===== src/rtl/sat_pkg.sv =====
// sat_pkg: shared types and constants for the SAT search controller.
// Holds the FSM state enum, LFSR tap polynomial, default seed and LFSR step.
package sat_pkg;

  typedef enum logic [1:0] {
    ST_IDLE = 2'd0,
    ST_INIT = 2'd1,
    ST_EVAL = 2'd2
  } state_t;

  // Galois form of x^32 + x^22 + x^2 + x + 1 (right-shifting register).
  localparam logic [31:0] LFSR_TAPS = 32'h8020_0003;
  localparam logic [31:0] SAT_SEED  = 32'hACE1_0001;

  function automatic logic [31:0] lfsr_step(
    input logic [31:0] s
  );
    logic [31:0] n;
    n = {1'b0, s[31:1]};
    if (s[0]) n = n ^ LFSR_TAPS;
    return n;
  endfunction

endpackage


===== src/rtl/sat_search_ctrl_if.sv =====
// sat_search_ctrl_if: control/result bundle between the search controller
// and its host plus clause array. master = host side, slave = controller.
interface sat_search_ctrl_if #(
  parameter int unsigned N         = 3,
  parameter int unsigned MAX_FLIPS = 8,
  parameter int unsigned MAX_TRIES = 4
);
  localparam int FW = $clog2(MAX_FLIPS + 1);
  localparam int TW = $clog2(MAX_TRIES + 1);

  logic          start;
  logic          abort;
  logic          sat_in;
  logic [N-1:0]  assignment;
  logic          busy;
  logic          done;
  logic          found;
  logic [FW-1:0] flips;
  logic [TW-1:0] tries;

  modport master (
    output start, abort, sat_in,
    input  assignment, busy, done, found,
    input  flips, tries
  );

  modport slave (
    input  start, abort, sat_in,
    output assignment, busy, done, found,
    output flips, tries
  );

endinterface


===== src/rtl/sat_lfsr32.sv =====
// sat_lfsr32: free-running 32-bit Galois LFSR, advances every clock.
// Ports: clk, reset (sync, active-low, reloads SEED), rnd[31:0] state.
module sat_lfsr32
  import sat_pkg::*;
#(
  parameter logic [31:0] SEED = SAT_SEED
) (
  input  logic        clk,
  input  logic        reset,
  output logic [31:0] rnd
);

  logic [31:0] r_lfsr;

  always_ff @(posedge clk) begin
    if (!reset) begin
      r_lfsr <= SEED;
    end else begin
      r_lfsr <= lfsr_step(r_lfsr);
    end
  end

  assign rnd = r_lfsr;

endmodule


===== src/rtl/sat_search_ctrl.sv =====
// sat_search_ctrl: WalkSAT-style random-flip search controller.
// Ports: clk, reset (sync active-low), bus (slave): start/abort/sat_in in;
// assignment/busy/done/found/flips/tries out. Restarts: SAT_SEARCH_RESTART_EN.
module sat_search_ctrl
  import sat_pkg::*;
#(
  parameter int unsigned N         = 3,
  parameter int unsigned MAX_FLIPS = 8,
  parameter int unsigned MAX_TRIES = 4,
  parameter logic [31:0] SEED      = SAT_SEED
) (
  input  logic clk,
  input  logic reset,
  sat_search_ctrl_if.slave bus
);

  localparam int FW = $clog2(MAX_FLIPS + 1);
  localparam int TW = $clog2(MAX_TRIES + 1);
  localparam int IW = (N > 1) ? $clog2(N) : 1;

  localparam logic [FW-1:0] FLIP_LIM = FW'(MAX_FLIPS);
  localparam logic [TW-1:0] TRY_LIM  = TW'(MAX_TRIES);
  localparam logic [TW-1:0] TRY_ONE  = TW'(1);

  generate
    if (N < 1 || N > 32) begin : g_bad_n
      $error("N out of range 1..32");
    end
    if (MAX_FLIPS < 1) begin : g_bad_f
      $error("MAX_FLIPS must be >= 1");
    end
    if (MAX_TRIES < 1) begin : g_bad_t
      $error("MAX_TRIES must be >= 1");
    end
    if (SEED == 32'd0) begin : g_bad_s
      $error("SEED must be nonzero");
    end
  endgenerate

  logic [31:0]   w_rnd;
  logic [IW-1:0] w_idx;
  logic [N-1:0]  w_mask;

  state_t        r_state;
  logic [N-1:0]  r_asg;
  logic          r_busy;
  logic          r_done;
  logic          r_found;
  logic [FW-1:0] r_flips;
  logic [TW-1:0] r_tries;

  sat_lfsr32 #(
    .SEED (SEED)
  ) u_lfsr (
    .clk   (clk),
    .reset (reset),
    .rnd   (w_rnd)
  );

  // Flip target taken from the live LFSR value.
  assign w_idx  = IW'(w_rnd % N);
  assign w_mask = N'(1) << w_idx;

  always_ff @(posedge clk) begin
    if (!reset) begin
      r_state <= ST_IDLE;
      r_asg   <= '0;
      r_busy  <= 1'b0;
      r_done  <= 1'b0;
      r_found <= 1'b0;
      r_flips <= '0;
      r_tries <= '0;
    end else begin
      r_done <= 1'b0;
      unique case (r_state)
        ST_IDLE: begin
          if (bus.start) begin
            r_busy  <= 1'b1;
            r_found <= 1'b0;
            r_tries <= TRY_ONE;
            r_state <= ST_INIT;
          end
        end
        ST_INIT: begin
          if (bus.abort) begin
            r_done  <= 1'b1;
            r_found <= 1'b0;
            r_busy  <= 1'b0;
            r_state <= ST_IDLE;
          end else begin
            r_asg   <= w_rnd[N-1:0];
            r_flips <= '0;
            r_state <= ST_EVAL;
          end
        end
        ST_EVAL: begin
          if (bus.abort) begin
            r_done  <= 1'b1;
            r_found <= 1'b0;
            r_busy  <= 1'b0;
            r_state <= ST_IDLE;
          end else if (bus.sat_in) begin
            r_done  <= 1'b1;
            r_found <= 1'b1;
            r_busy  <= 1'b0;
            r_state <= ST_IDLE;
          end else if (r_flips < FLIP_LIM) begin
            r_asg   <= r_asg ^ w_mask;
            r_flips <= r_flips + FW'(1);
          end else begin
`ifdef SAT_SEARCH_RESTART_EN
            if (r_tries < TRY_LIM) begin
              r_tries <= r_tries + TRY_ONE;
              r_state <= ST_INIT;
            end else begin
              r_done  <= 1'b1;
              r_found <= 1'b0;
              r_busy  <= 1'b0;
              r_state <= ST_IDLE;
            end
`else
            r_done  <= 1'b1;
            r_found <= 1'b0;
            r_busy  <= 1'b0;
            r_state <= ST_IDLE;
`endif
          end
        end
        default: begin
          r_busy  <= 1'b0;
          r_state <= ST_IDLE;
        end
      endcase
    end
  end

  assign bus.assignment = r_asg;
  assign bus.busy       = r_busy;
  assign bus.done       = r_done;
  assign bus.found      = r_found;
  assign bus.flips      = r_flips;
  assign bus.tries      = r_tries;

endmodule


===== src/flat_wrapper.sv =====
// flat-port wrapper written by rule: the top's interface ports become plain ports
module sat_search_ctrl_flat import sat_pkg::*;
#(
  parameter int unsigned N         = 3,
  parameter int unsigned MAX_FLIPS = 8,
  parameter int unsigned MAX_TRIES = 4,
  parameter logic [31:0] SEED      = SAT_SEED
)
  (clk, reset, bus_start, bus_abort, bus_sat_in, bus_assignment, bus_busy, bus_done, bus_found, bus_flips, bus_tries);
  sat_search_ctrl_if #(.N(N), .MAX_FLIPS(MAX_FLIPS), .MAX_TRIES(MAX_TRIES)) bus_i ();
  input  logic clk;
  input  logic reset;
  input wire logic [$bits(bus_i.start)-1:0] bus_start;
  input wire logic [$bits(bus_i.abort)-1:0] bus_abort;
  input wire logic [$bits(bus_i.sat_in)-1:0] bus_sat_in;
  output wire logic [$bits(bus_i.assignment)-1:0] bus_assignment;
  output wire logic [$bits(bus_i.busy)-1:0] bus_busy;
  output wire logic [$bits(bus_i.done)-1:0] bus_done;
  output wire logic [$bits(bus_i.found)-1:0] bus_found;
  output wire logic [$bits(bus_i.flips)-1:0] bus_flips;
  output wire logic [$bits(bus_i.tries)-1:0] bus_tries;
  assign bus_i.start = bus_start;
  assign bus_i.abort = bus_abort;
  assign bus_i.sat_in = bus_sat_in;
  assign bus_assignment = bus_i.assignment;
  assign bus_busy = bus_i.busy;
  assign bus_done = bus_i.done;
  assign bus_found = bus_i.found;
  assign bus_flips = bus_i.flips;
  assign bus_tries = bus_i.tries;
  sat_search_ctrl #(.N(N), .MAX_FLIPS(MAX_FLIPS), .MAX_TRIES(MAX_TRIES), .SEED(SEED)) u_core (.clk(clk), .reset(reset), .bus(bus_i));
endmodule

===== config.mk =====
export PLATFORM = sky130hd
export DESIGN_NAME = sat_search_ctrl_flat
export DESIGN_NICKNAME = d
export VERILOG_FILES = /design/src/rtl/sat_pkg.sv /design/src/rtl/sat_search_ctrl_if.sv /design/src/rtl/sat_lfsr32.sv /design/src/rtl/sat_search_ctrl.sv /design/src/flat_wrapper.sv
export SDC_FILE = /design/constraint.sdc
export NUM_CORES = 1
export LEC_CHECK = 0
export CAP_MARGIN = 10
export CORE_AREA = 2 2 110 112
export CTS_CLUSTER_SIZE = 10
export DETAILED_ROUTE_END_ITERATION = 16
export DIE_AREA = 0 0 112 114
export DONT_BUFFER_PORTS = 1
export SYNTH_ARGS = -nofsm -noshare
export SYNTH_HDL_FRONTEND = slang
export SYNTH_SLANG_ARGS = --single-unit

===== constraint.sdc =====
create_clock -name clk -period 6.6 [get_ports clk]
set_input_delay 0.66 -clock clk [delete_from_list [all_inputs] [get_ports clk]]
set_output_delay 0.66 -clock clk [all_outputs]
set_load 0.01 [all_outputs]

==> flow_metrics.tcl <==
set metrics [dict create \
    layout_setup_ws_ns -0.699 \
    fp-row-count 40 \
    rsz0062_at_grt "true" \
    skew_ns 0.00554 \
    h-tree-depth 2 \
    grt_pass1_wl_um 20500 \
    synth.distinct_cells 99 \
    fin_nets 675 \
    gr-usage-met3_pct 1.22 \
    power_mw 1.46 \
    fin_area_sq_um 5790 \
    synth-simple-area-share_pct 35.1 \
    synth_async_sr_flop_share_pct 0 \
    synth_top_family_by_area "simple AND/OR/NAND/NOR gates" \
    routed_wl_um 12300 \
    hp-start "reset" \
    areaGrowthSynthToFinish_pct 28.4 \
    yosys.area_share.adder_pct 2.50 \
    route.detailed.drc 0 \
    use_met2_pct 32.6 \
    antenna_found_initial 0 \
    p_leak_nw 2.34 \
    p_int_mw 0.889 \
    synth_cells 595 \
    worst_pin_slew_ns 0.643 \
    avgRoutedWirePerCell_um 15.2 \
    critPathMaxStageDelay_ns 0.56 \
    synth_mux_area_share_pct 3.08 \
    post_dp_cell_area_sq_um 5170 \
    port_buffers 0 \
    vias_per_cell 5.81 \
    postCtsHoldBufs 0 \
    max_cap_viol_count 0 \
    fin_setup_tns_ns -1.95 \
    overflow 0 \
    dieArea_sq_um 12800 \
    violations "negative setup slack" \
    setup.worst_path.class "reg -> reg" \
    vias 4697 \
    avgSynthCellArea_sq_um 7.58 \
    grt_max_degree 45 \
    synth_ff_type "dfxtp_1" \
    numCtsBuffers 5 \
    r2r-start "u_core.u_lfsr.rnd[28]$_SDFF_PN0_" \
    gr-max-usage-layer "met2" \
    yosys_warnings 0 \
    drt-initial-drc-count 206 \
    r2r-end "u_core.bus.assignment[1]$_SDFFE_PN0P_" \
    final_common_cell "buf_4" \
    synth-seq-cells 45 \
    slew_violations 0 \
    hold_depth 1 \
    crit_arrival_ns 7.47 \
    ctsLongestPathBuffers 2 \
    finalSetupViolCount 3 \
    max-vdd-ir-drop_mv 0.178 \
    diodes 0 \
    cts_tree "done" \
    required_ns 6.77 \
    io_pins 18 \
    synth-edff-count 0 \
    coreArea_sq_um 11700 \
    layout_common_cells "89 x buf_4, 48 x nand2_1, 47 x nor2_1" \
    period_share_pct 111 \
    drt-pass1-iter-count 4 \
    cp_max_fo 11 \
    fin_crit_ns 7.30 \
    p_seq_share_pct 21.1 \
    clk_pin_slew_worst_paths_ns 0.06 \
    critPathCaptureType "register" \
    crit_slowest_cell "or4_4" \
    gp_congestion 0.903 \
    power_density_nw_per_um2 251 \
    power.net_switching_mw 0.568 \
    hpwl_um 8570 \
    synth_compound_area_share_pct 31.0 \
    reg2reg_depth 33 \
    clock_latency_ns 0.28 \
    switching_share_pct 39.0 \
    finalHoldViolations 0 \
    clkPwrFrac_pct 17.0 \
    drive_above_1_share_pct 30.5 \
    grt_pass1_vias 4507 \
    ant_nets 0 \
    synth_seq_area_share_pct 20.0 \
    track_usage_pct 18.6 \
    cts_root_buf "clkbuf_16" \
    use_met1_pct 25.0 \
    power_frac_comb_pct 61.9 \
    dieHeight_um 114 \
    hold_class "in -> reg" \
    status "finished with violations" \
    netlist_area_sq_um 4510 \
    synthXorXnorAreaFrac_pct 2.72 \
    dp_slack_ns -0.987 \
    critPathLaunchType "register" \
    min_to "u_core.u_lfsr.rnd[21]$_SDFF_PN1_" \
    cts_sinks 45 \
    initial_utilization_pct 38.5 \
    die_width_um 112 \
    relSlewSlack_pct 55.9 \
    r2r_slack_ns -0.70 \
    clock.fmax_mhz 137 \
]
## synthesized netlist by cell type (9+ instances only)
| library cell | count | share of area, % |
|---|---|---|
| nand3_1 | 21 | 2.3 |
| mux2i_1 | 9 | 2.0 |
| dfxtp_1 | 45 | 20 |
| ha_1 | 9 | 2.5 |
| nand2_1 | 49 | 4.1 |
| nand2b_1 | 17 | 2.4 |
| clkbuf_1 | 25 | 2.1 |
| nor2_1 | 49 | 4.1 |
| xor2_1 | 9 | 1.7 |
| o21ai_0 | 25 | 2.8 |
| a21oi_1 | 30 | 3.3 |
| and2_1 | 38 | 5.3 |
| nor2b_1 | 19 | 2.6 |
| inv_1 | 18 | 1.5 |
| nor3_1 | 16 | 1.8 |
## final cells by class
class                   count  area (sq um)
clock buffers               5           125
clock inverters             3          25.0
fillers                  1126          5920
inverters                  19          73.8
multi-input cells         497          3750
flip-flops and latches     45           915
well taps                 147           184
repair buffers             93           722
## stage by stage
| step | util, % | cells | hold WS (ns) |
|---|---|---|---|
| floorplan | - | 596 | 0.472 |
| global placement | 44.2 | 788 | 0.477 |
| detailed placement | 44.2 | 788 | 0.477 |
| CTS | 47.7 | 804 | 0.437 |
| global route | 49.5 | 809 | 0.445 |
| finish | 49.5 | 809 | 0.450 |
## power by group through the flow
stage	Combinational (mW)	Sequential [mW]	Clock, mW
global route	0.976	0.310	0.267
detailed placement	0.750	0.313	0
floorplan	0.525	0.302	0
CTS	0.835	0.307	0.254
finish	0.902	0.308	0.247
global placement	0.731	0.312	0
## worst max-delay path, delay by kind of cell, from the launching register on
kind	cells	cell delay, ns
flip-flops	1	0.38
multiplexers	2	0.53
adder cells (fa/ha/maj)	1	0.19
AO/OA/AOI/OAI	17	3.31
buffers and inverters	4	0.63
XOR/XNOR	1	0.08
AND/OR/NAND/NOR	8	2.08
## registers in the layout, summed over array words and instances, names as in the netlist
signal	flops
u_core.bus.assignment	3
u_core.bus.busy	1
u_core.bus.done	1
u_core.bus.flips	4
u_core.bus.found	1
u_core.bus.tries	1
u_core.r_state	2
u_core.u_lfsr.rnd	32
## logic make-up (layout without fill, tap and decap cells)
family	Yosys count	count (layout)
XOR/XNOR	14	14
flip-flops	45	45
adder cells (fa/ha/maj)	9	9
buffers and inverters	55	120
AO/OA/AOI/OAI	179	180
other	1	2
AND/OR/NAND/NOR	279	279
multiplexers	13	13
## routing by layer
| layer | vias up | routed length, um |
|---|---|---|
| met2 | 80 | 6080 |
| met5 | - | 0 |
| met3 | 14 | 277 |
| li1 | 2339 | - |
| met1 | 2264 | 5760 |
| met4 | 0 | 141 |
## worst max path at each step
stage	startpoint	to	cells past startpoint
final	u_core.u_lfsr.rnd[28]$_SDFF_PN0_	u_core.bus.assignment[1]$_SDFFE_PN0P_	33
after global routing	u_core.u_lfsr.rnd[28]$_SDFF_PN0_	u_core.bus.assignment[0]$_SDFFE_PN0P_	36
after CTS	u_core.u_lfsr.rnd[28]$_SDFF_PN0_	u_core.bus.assignment[1]$_SDFFE_PN0P_	34
after detailed placement	u_core.u_lfsr.rnd[28]$_SDFF_PN0_	u_core.bus.assignment[1]$_SDFFE_PN0P_	32
after global placement	u_core.u_lfsr.rnd[28]$_SDFF_PN0_	u_core.bus.assignment[1]$_SDFFE_PN0P_	31
after floorplan	u_core.u_lfsr.rnd[27]$_SDFF_PN1_	u_core.bus.assignment[1]$_SDFFE_PN0P_	31
## what timing repair did
action                                  CTS  global route
pin swaps                                16            12
cloned                                    0             1
hold endpoints to repair                  0             0
resized for setup                        35            36
setup buffers                             8             4
endpoints found under the setup margin    3             3
(Power assumes the default switching activity.)
